## config.mk

```make
export PLATFORM = sky130hd
export DESIGN_NAME = sqrt_float_cordic
export DESIGN_NICKNAME = d
export VERILOG_FILES = /design/src/rtl/sqrt_float_pkg.sv /design/src/rtl/cordic_hyp_vec_stage.sv /design/src/rtl/sqrt_float_cordic.sv
export SDC_FILE = /design/constraint.sdc
export NUM_CORES = 2
export LEC_CHECK = 0
export CORE_ASPECT_RATIO = 0.9
export CORE_MARGIN = 2
export CORE_UTILIZATION = 40
export DETAILED_ROUTE_END_ITERATION = 7
export DONT_BUFFER_PORTS = 1
export HOLD_SLACK_MARGIN = 0.03
export PLACE_DENSITY = 0.52
export REMOVE_ABC_BUFFERS = 1
export SYNTH_ARGS = -nofsm -noshare
export SYNTH_HDL_FRONTEND = slang
export SYNTH_SLANG_ARGS = --single-unit
export TNS_END_PERCENT = 10
```

## constraint.sdc

```tcl
create_clock -name clk -period 23.4 [get_ports clk]
set_input_delay 3.51 -clock clk [delete_from_list [all_inputs] [get_ports clk]]
set_output_delay 3.51 -clock clk [all_outputs]
set_load 0.1 [all_outputs]
```

## src/rtl/sqrt_float_pkg.sv

```systemverilog
// rtl/sqrt_float_pkg.sv - shared widths, constants, FSM states and gain helpers for sqrt_float_cordic
// Purpose: field widths, IEEE-754 special encodings, the hyperbolic CORDIC
//          repeat schedule and the 1/K_h gain-correction constant.
// Ports:   none (package).
package sqrt_float_pkg;

  localparam int EXP_W  = 8;
  localparam int FRAC_W = 23;
  localparam int FIX_W  = 30;   // Q2.28 working precision
  localparam int BIAS   = 127;

  localparam logic [31:0] QNAN_NEG = 32'hFFC00000;
  localparam logic [31:0] QNAN     = 32'h7FC00000;
  localparam logic [31:0] PINF     = 32'h7F800000;

  localparam int NUM_ITER_DEF = 16;

  typedef enum logic [2:0] {
    ST_IDLE  = 3'd0,
    ST_CHECK = 3'd1,
    ST_PREP  = 3'd2,
    ST_ITER  = 3'd3,
    ST_PACK  = 3'd4
  } state_e;

  // Hyperbolic CORDIC only converges if these indices run twice.
  function automatic logic is_rep(input int i);
    return (i == 4) || (i == 13) || (i == 40);
  endfunction

  // 1/K_h in Q1.28 for iterations 1..n including repeats.
  // K_h^2 is accumulated in Q0.62, inverted by long division, then square-rooted.
  function automatic logic [28:0] inv_kh_f(input int n);
    logic [63:0] kh2, r, q, num, res, bt;
    kh2 = 64'h4000_0000_0000_0000;
    for (int i = 1; i <= n; i++) begin
      kh2 = kh2 - (kh2 >> (2 * i));
      if (is_rep(i)) kh2 = kh2 - (kh2 >> (2 * i));
    end
    // q = 2^118 / kh2 = (1/K_h^2) scaled by 2^56
    r = 64'd0;
    q = 64'd0;
    for (int b = 0; b < 119; b++) begin
      r = {r[62:0], (b == 0)};
      q = {q[62:0], 1'b0};
      if (r >= kh2) begin
        r    = r - kh2;
        q[0] = 1'b1;
      end
    end
    num = q;
    res = 64'd0;
    bt  = 64'h4000_0000_0000_0000;
    for (int k = 0; k < 32; k++) begin
      if (num >= res + bt) begin
        num = num - (res + bt);
        res = (res >> 1) + bt;
      end else begin
        res = res >> 1;
      end
      bt = bt >> 2;
    end
    return 29'(res);
  endfunction

  localparam logic [28:0] INV_KH = inv_kh_f(NUM_ITER_DEF);

endpackage

```

## src/rtl/cordic_hyp_vec_stage.sv

```systemverilog
// rtl/cordic_hyp_vec_stage.sv - one hyperbolic vectoring micro-rotation
// Purpose: combinational shift/add-subtract driving y toward zero, d = -sign(y).
// Ports:   x_in, y_in - current vector (signed fixed point)
//          shift      - iteration index i
//          x_out, y_out - rotated vector
module cordic_hyp_vec_stage #(
  parameter int W = 31
) (
  input  logic signed [W-1:0] x_in,
  input  logic signed [W-1:0] y_in,
  input  logic        [5:0]   shift,
  output logic signed [W-1:0] x_out,
  output logic signed [W-1:0] y_out
);

  logic signed [W-1:0] xs;
  logic signed [W-1:0] ys;

  always_comb begin
    xs = x_in >>> shift;
    ys = y_in >>> shift;
    if (y_in[W-1]) begin
      x_out = x_in + ys;
      y_out = y_in + xs;
    end else begin
      x_out = x_in - ys;
      y_out = y_in - xs;
    end
  end

endmodule

```

## src/rtl/sqrt_float_cordic.sv

```systemverilog
// rtl/sqrt_float_cordic.sv - IEEE-754 single square root via hyperbolic vectoring CORDIC
// Purpose: multi-cycle sqrt with start/done handshake; specials resolved in CHECK.
//          Define SQRT_FLOAT_RNE_EN for round-to-nearest-even, otherwise truncation.
// Ports:   clk      - clock, rising edge
//          rst      - asynchronous active-low reset
//          start    - request, sampled in IDLE only
//          u        - operand, captured on accepted start
//          out      - result, held until the next result
//          done     - one-cycle pulse while out is fresh (PACK state)
//          neg_flag - operand was negative non-zero
module sqrt_float_cordic
  import sqrt_float_pkg::*;
#(
  parameter int NUM_ITER = 16
) (
  input  logic        clk,
  input  logic        rst,
  input  logic        start,
  input  logic [31:0] u,
  output logic [31:0] out,
  output logic        done,
  output logic        neg_flag
);

  localparam int                   IW       = FIX_W + 1;  // extra sign bit
  localparam logic [28:0]          INV_KH_P = inv_kh_f(NUM_ITER);
  localparam logic [5:0]           LAST_IDX = 6'(NUM_ITER);
  localparam logic signed [IW-1:0] QUARTER  = 31'sd67108864;  // 0.25 in Q2.28

  state_e                state_q, state_d;
  logic [31:0]           u_q, u_d;
  logic signed [IW-1:0]  x_q, x_d, y_q, y_d;
  logic [5:0]            idx_q, idx_d;
  logic                  rep_q, rep_d;
  logic [EXP_W-1:0]      rexp_q, rexp_d;
  logic [31:0]           out_q, out_d;
  logic                  done_q, done_d;
  logic                  neg_q, neg_d;

  logic [EXP_W-1:0]      u_exp;
  logic [FRAC_W-1:0]     u_frac;
  logic                  special, spec_neg;
  logic [31:0]           spec_res;

  always_comb begin
    u_exp    = u_q[30:23];
    u_frac   = u_q[22:0];
    special  = 1'b1;
    spec_neg = 1'b0;
    spec_res = PINF;
    if (u_exp == 8'hFF && u_frac != '0) begin
      spec_res = QNAN;
    end else if (u_exp == 8'h00 && u_frac == '0) begin
      spec_res = u_q;
    end else if (u_q[31]) begin
      spec_res = QNAN_NEG;
      spec_neg = 1'b1;
    end else if (u_exp != 8'hFF) begin
      special = 1'b0;
    end
  end

  // Normalise to m in [1,2), then fold an odd exponent into m so e/2 is exact.
  logic [4:0]            lzc;
  logic [23:0]           sig;
  logic signed [9:0]     e_raw, e_even, e_half;
  logic signed [IW-1:0]  m_fix;
  logic [EXP_W-1:0]      rexp_new;

  always_comb begin
    lzc = 5'd0;
    for (int b = 0; b < FRAC_W; b++) begin
      if (u_frac[b]) lzc = 5'(22 - b);
    end
    if (u_exp == 8'h00) begin
      sig   = 24'({1'b0, u_frac} << (lzc + 5'd1));
      e_raw = -10'sd127 - $signed({5'b0, lzc});
    end else begin
      sig   = {1'b1, u_frac};
      e_raw = $signed({2'b00, u_exp}) - 10'sd127;
    end
    e_even   = e_raw + $signed({9'b0, e_raw[0]});
    e_half   = e_even >>> 1;
    rexp_new = 8'(e_half + 10'sd127);
    m_fix    = IW'(sig) << (e_raw[0] ? 4 : 5);
  end

  logic signed [IW-1:0] x_nx, y_nx;

  cordic_hyp_vec_stage #(.W(IW)) u_stage (
    .x_in  (x_q),
    .y_in  (y_q),
    .shift (idx_q),
    .x_out (x_nx),
    .y_out (y_nx)
  );

  logic                  rep_now, last_iter;
  assign rep_now   = is_rep(int'(idx_q));
  assign last_iter = (idx_q == LAST_IDX) && (!rep_now || rep_q);

  // Gain correction and renormalisation of the final x; sqrt(m) lies in [0.707,1.415).
  logic                  hi;
  logic [FRAC_W-1:0]     frac_t;
  logic [EXP_W-1:0]      exp_t;
  logic [31:0]           pack_res;

`ifdef SQRT_FLOAT_RNE_EN
  logic [56:0]           prod;
  logic                  guard, sticky, round_up;
  always_comb begin
    prod     = 57'(x_nx[FIX_W-1:0]) * 57'(INV_KH_P);
    hi       = prod[56];
    frac_t   = hi ? prod[55:33] : prod[54:32];
    guard    = hi ? prod[32]    : prod[31];
    sticky   = hi ? |prod[31:0] : |prod[30:0];
    exp_t    = hi ? rexp_q : 8'(rexp_q - 8'd1);
    round_up = guard & (sticky | frac_t[0]);
    // A mantissa carry ripples into the exponent field.
    pack_res = {1'b0, exp_t, frac_t} + {31'b0, round_up};
  end
`else
  logic [24:0]           prod_top;
  always_comb begin
    prod_top = 25'((57'(x_nx[FIX_W-1:0]) * 57'(INV_KH_P)) >> 32);
    hi       = prod_top[24];
    frac_t   = hi ? prod_top[23:1] : prod_top[22:0];
    exp_t    = hi ? rexp_q : 8'(rexp_q - 8'd1);
    pack_res = {1'b0, exp_t, frac_t};
  end
`endif

  always_comb begin
    state_d = state_q;
    u_d     = u_q;
    x_d     = x_q;
    y_d     = y_q;
    idx_d   = idx_q;
    rep_d   = rep_q;
    rexp_d  = rexp_q;
    out_d   = out_q;
    neg_d   = neg_q;
    done_d  = 1'b0;
    case (state_q)
      ST_IDLE: begin
        if (start) begin
          u_d     = u;
          state_d = ST_CHECK;
        end
      end
      ST_CHECK: begin
        if (special) begin
          out_d   = spec_res;
          neg_d   = spec_neg;
          done_d  = 1'b1;
          state_d = ST_PACK;
        end else begin
          state_d = ST_PREP;
        end
      end
      ST_PREP: begin
        x_d     = m_fix + QUARTER;
        y_d     = m_fix - QUARTER;
        rexp_d  = rexp_new;
        idx_d   = 6'd1;
        rep_d   = 1'b0;
        state_d = ST_ITER;
      end
      ST_ITER: begin
        x_d = x_nx;
        y_d = y_nx;
        if (last_iter) begin
          out_d   = pack_res;
          neg_d   = 1'b0;
          done_d  = 1'b1;
          state_d = ST_PACK;
        end else if (rep_now && !rep_q) begin
          rep_d = 1'b1;
        end else begin
          rep_d = 1'b0;
          idx_d = idx_q + 6'd1;
        end
      end
      ST_PACK: state_d = ST_IDLE;
      default: state_d = ST_IDLE;
    endcase
  end

  always_ff @(posedge clk or negedge rst) begin
    if (!rst) begin
      state_q <= ST_IDLE;
      u_q     <= '0;
      x_q     <= '0;
      y_q     <= '0;
      idx_q   <= '0;
      rep_q   <= 1'b0;
      rexp_q  <= '0;
      out_q   <= '0;
      done_q  <= 1'b0;
      neg_q   <= 1'b0;
    end else begin
      state_q <= state_d;
      u_q     <= u_d;
      x_q     <= x_d;
      y_q     <= y_d;
      idx_q   <= idx_d;
      rep_q   <= rep_d;
      rexp_q  <= rexp_d;
      out_q   <= out_d;
      done_q  <= done_d;
      neg_q   <= neg_d;
    end
  end

  assign out      = out_q;
  assign done     = done_q;
  assign neg_flag = neg_q;

endmodule

```

# Word level (Yosys, flattened, before mapping)
# Cells that the tools add are included.
[word_totals]
output_inout_bits = 34
elab_cells = 123
regBits = 146
[classes]
n_mux = 61
mul = 1
addsub = 13
n_reduce_logical = 20
n_shift = 4
n_eq_ne = 14
[op_table]
columns = ["operator", "count"]
rows = [
  ["32-bit two-way mux", 5],
  ["31-bit one-hot mux with 2 select lines", 2],
  ["5-bit two-way mux", 23],
  ["32-bit one-hot mux with 2 select lines", 1],
  ["31-bit adder", 2],
  ["31-bit two-way mux", 2],
  ["31-bit by 6-bit >>> shifter with 31-bit output", 2],
  ["31-bit subtractor", 2],
  ["30-bit by 29-bit multiplier with 57-bit output (second input constant)", 1],
  ["31-bit by 28-bit adder with 31-bit output (second input constant)", 1],
  ["24-bit by 3-bit << shifter with 31-bit output", 1],
  ["31-bit by 28-bit subtractor with 31-bit output (second input constant)", 1],
  ["24-bit two-way mux", 1],
  ["23-bit by 5-bit << shifter with 24-bit output", 1],
  ["23-bit logical NOT", 1],
  ["23-bit two-way mux", 1],
  ["23-bit nonzero test", 1],
  ["1-bit two-way mux", 14],
  ["6-bit by 5-bit equality test with 1-bit output (second input constant)", 2],
  ["6-bit two-way mux", 2],
  ["3-bit one-hot mux with 4 select lines", 1],
  ["6-bit one-hot mux with 2 select lines", 1],
  ["2-bit != test (second input constant)", 5],
  ["9-bit by 2-bit adder with 9-bit output", 1],
  ["other kinds (24)", 39],
]

# Longest topological paths before layout
[depth]
word_depth = 29
ltp_mapped = 58
depth_no_buf = 51

# By module
# Synthesis repeated with hierarchy kept, for this count alone.
[unflattened]
cells_unflattened = 3594
area_unflattened_um2 = 32653.8
[by_module_without_submodules]
columns = ["module", "instances", "seq_area_each_um2", "cells_per_inst", "area_per_inst_um2"]
rows = [
  ["sqrt_float_cordic", 1, 3653.5, 2465, 23530.1],
  ["cordic_hyp_vec_stage", 1, 0.0, 1129, 9123.8],
]

# Least setup slack after synthesis
# OpenSTA, ideal clock, no wires.
[synth_path]
kind = "flip-flop to flip-flop"
from = "register idx_q[0]"
to = "register out_q[2], in the netlist out[2]"
setup_slack_ps = 10078
t_arrival_ps = 13196
setup_time_ps = 126
stages_incl_launch_ff = 51
cell_sequence = "dfrtp_1 buf_6 buf_4 buf_2 mux4_2 mux4_2 nand2_1 a31oi_1 inv_1 ha_1 nor4b_1 nor2b_1 nor3_1 a21oi_1 nor2_1 a21oi_1 ha_1 o211ai_1 [... 15 more ...] fa_1 inv_1 fa_1 fa_1 fa_1 ha_1 and3_1 nand4_1 or4_1 or3_1 a2111o_1 a211o_1 a31oi_1 or2_1 clkbuf_1 buf_2 nor2_1 a221o_1"
[synth_via]
elab_chain_len = 8
word_cells_on_any_way = 19
classes_between = "add/sub (2); mul (1); eq/ne (5); shift (1); mux (4); reduce/logical (6)"
[synth_lines]
columns = ["element", "line_no", "text"]
rows = [
  ["start: declaration", "sqrt_float_cordic.sv:33", "logic [5:0] idx_q, idx_d;"],
  ["start signal: assignment", "sqrt_float_cordic.sv:206", "idx_q <= idx_d;"],
  ["parallel branches: the longest is 8 deep, another holds 30-bit by 29-bit multiplier with 57-bit output", "-", ""],
  ["end signal: assignment", "sqrt_float_cordic.sv:209", "out_q <= out_d;"],
  ["end: declaration", "sqrt_float_cordic.sv:36", "logic [31:0] out_q, out_d;"],
]
# Several ways; the timed one is not identified. The select of a mux whose other input is x is not followed.
# A chain may end at the register's enable or synchronous reset.

# Worst setup path in the final report
[layout_path]
from = "register idx_q[1]"
to = "register out_q[26], in the netlist out[26]"
[layout_via]
elab_chain_len = 8
word_cells_on_any_way = 19
classes_between = "add/sub (2); mul (1); eq/ne (5); shift (1); mux (4); reduce/logical (6)"
[layout_lines]
columns = ["element"]
rows = [
  ["parallel branches: the longest is 8 deep, another holds 30-bit by 29-bit multiplier with 57-bit output"],
]
# Several ways; the timed one is not identified. The select of a mux whose other input is x is not followed.

==> results_dict.tcl <==
set metrics [dict create \
    setup_violations 0 \
    maxSlewHeadroom_pct 11.5 \
    grt_overflow_total 0 \
    num_vias 26300 \
    synth_cells 3564 \
    initial_core_util_pct 40.5 \
    rsz0062_at_grt "false" \
    drv_slew 0 \
    crit_path_max_incr_delay_ps 780 \
    wl_mm 104 \
    antenna_found_initial 0 \
    drtPass1Iterations 6 \
    grt_pass1_wl_mm 162 \
    synth_top_family_by_area "adder cells" \
    root_buffer "clkbuf_16" \
    yosys.area_share.xor_xnor_pct 3.59 \
    path_common_cell "inv_1" \
    first_global_vias 25600 \
    vias_per_cell 5.80 \
    cp_slowest_cell "nor4b_1" \
    cp.required_ps 23790 \
    r2r_slack_ps 7910 \
    endpoint_kind "flop" \
    cts_tree "built" \
    dieArea_um2 81500 \
    final_hold_viol_count 0 \
    insertion_delay_ps 500 \
    area_delta_synth_final_pct 5.42 \
    hold_class "flop to flop" \
    avgRoutedWirePerCell_um 23.0 \
    antenna_cells 0 \
    ant_nets 0 \
    cp-start-kind "flop" \
    port_buffers 0 \
    synth_compound_area_share_pct 17.0 \
    max_slew.worst_pin.slew_ps 1290 \
    dp_hpwl_mm 84.2 \
    reg2reg_from "idx_q[1]" \
    r2r_end "out[26]" \
    rows 97 \
    ys_ff_latch 146 \
    grt_max_degree 147 \
    hold_buffers 0 \
    synth_edf_count 0 \
    cts_buffers 17 \
    ff2ff_path_depth 50 \
    fin_skew_ps 21.8 \
    fmax_mhz 64.6 \
    synth-seq-area-share_pct 11.5 \
    cts_sinks 146 \
    synth-main-ff-cell "dfrtp_1" \
    crit_fanout 69 \
    async_reset_ff_share_pct 100 \
    drc 0 \
    period_needed_ps 15490 \
    die_x_um 301 \
    tns_ps 0 \
    drv_cap 0 \
    synth_adder_area_share_pct 36.9 \
    fin_nets 4268 \
    status "finished, final reports clean" \
    period_share_pct 66.2 \
    synth.area.mux_share_pct 9.68 \
    hold_start "rep_q" \
    gp_congestion 0.926 \
    worstPathArrival_ps 15880 \
    drive_gt1_share_pct 7.79 \
    cts_setup_buffers 0 \
    clk_pin_slew_ps 60 \
    die_h_um 271 \
    whs_path_depth 2 \
    synth.cell_area_um2 31700 \
    critical_path_class "flop to flop" \
    cts_resized 0 \
    syn_avg_cell_area_um2 8.89 \
    clockBufferDepth 2 \
    cts-htree-levels 4 \
    yosys_warnings 0 \
    yosys.area_share.simple_pct 12.3 \
    core_area_um2 78200 \
    drt-initial-drc-count 2221 \
    holdPathEnd "rep_q" \
    pin_count 69 \
    ys_types 88 \
    grtUsageTotal_pct 26.1 \
]
==> how the worst max path moves through the flow <==
stage | startpoint | end | slack (ps) | cells after the start
after global routing | idx_q[1] | out[26] | 7000 | 50
after floorplan | idx_q[0] | out[15] | 8130 | 46
after CTS | idx_q[1] | out[26] | 7980 | 50
final | idx_q[1] | out[26] | 7910 | 50
after global placement | idx_q[1] | out[26] | 8360 | 47
after detailed placement | idx_q[1] | out[26] | 8100 | 50
==> cell usage in the layout (no fill, tap or decap), drive strengths merged, types with 32 or more instances in the layout <==
| master | synthesis | routed |
|---|---|---|
| ha | 448 | 448 |
| dfrtp | 146 | 146 |
| a221o | 42 | 42 |
| nor2 | 211 | 211 |
| buf | 38 | 63 |
| inv | 572 | 574 |
| a211oi | 39 | 39 |
| nor3 | 70 | 70 |
| mux2 | 43 | 43 |
| nand2 | 238 | 238 |
| mux4 | 93 | 93 |
| o21ai | 164 | 164 |
| a21o | 58 | 58 |
| a21oi | 198 | 198 |
| xnor2 | 72 | 72 |
| xor2 | 58 | 58 |
| o21a | 32 | 32 |
| nand3 | 76 | 76 |
| fa | 304 | 304 |
| mux2i | 48 | 48 |
| a31oi | 37 | 37 |
==> stage by stage <==
stage	std cells	cell area [um2]	hold slack [ps]	util [%]	setup slack (ps)
finish	4531	33400	520	42.7	7910
global route	4531	33400	546	42.7	7000
CTS	4531	33400	518	42.7	7980
detailed placement	4501	32800	502	42.0	8100
global placement	4501	32800	483	42.0	8360
floorplan	3399	31000	457	-	8130
==> synth_stat cells, types with 16 or more instances <==
cell type,count,area [um2]
a22oi_1,16,120
nor2b_1,18,113
nand2_1,238,893
mux4_2,93,2090
o21a_1,32,240
mux2i_1,46,460
nor3_1,69,345
xor2_1,58,508
a31oi_1,37,231
mux2_2,40,450
inv_1,571,2140
o211ai_1,28,210
nand2b_1,28,175
clkbuf_1,127,477
or3_1,16,100
fa_1,304,6090
ha_1,448,5610
a221o_1,42,420
a211oi_1,39,293
and2_1,25,156
nand4_1,20,125
xnor2_1,72,631
o21bai_1,18,135
and3_1,27,169
buf_2,17,85.1
dfrtp_1,146,3650
a21o_1,58,435
a21oi_1,198,991
o21ai_0,150,751
nor2_1,210,788
nand3_1,76,380
nor4_1,18,113
==> state kept, by name, indices dropped and copies added (netlist names), 3 cells and up <==
signal,count
idx_q,6
out,32
rexp_q,8
state_q,3
u_q,32
x_q,31
y_q,31
==> per-layer routing <==
layer	vias to the layer above	GRT usage (%)	wire [um]
li1	12300	-	-
met4	0	6.23	2220
met5	-	0	0
met2	929	37.9	44200
met1	12900	40.2	50800
met3	104	3.73	6830
==> final cells by class <==
type                       instances  area, um2
inverter                         574       2150
sequential                       146       3660
fill                            7906      44800
clock inverter                    13        161
timing repair buffer              63        473
multi-input combinational       2679      25200
clock buffer                      17        425
tap                             1039       1300
==> worst max-delay path: cells and delay by family, from the launching register on <==
kind	cells	cell delay (ps)
AO/OA/AOI/OAI	13	3490
XOR/XNOR	1	690
adder cells (fa/ha/maj)	10	4200
buffers and inverters	10	1630
flip-flops	1	340
multiplexers	2	870
AND/OR/NAND/NOR	14	4120
==> logic make-up (layout without fill, tap and decap cells) <==
kind of cell    after synthesis  count (layout)
simple gates                811             811
xor+xnor                    130             130
buf+inv                     739             667
flops                       146             146
fa+ha+maj                   752             752
mux                         184             184
compound gates              802             802
Power is left out: the tool's default activity adds up to more than one toggle a clock period on the data nets, which glitch-free logic cannot reach.
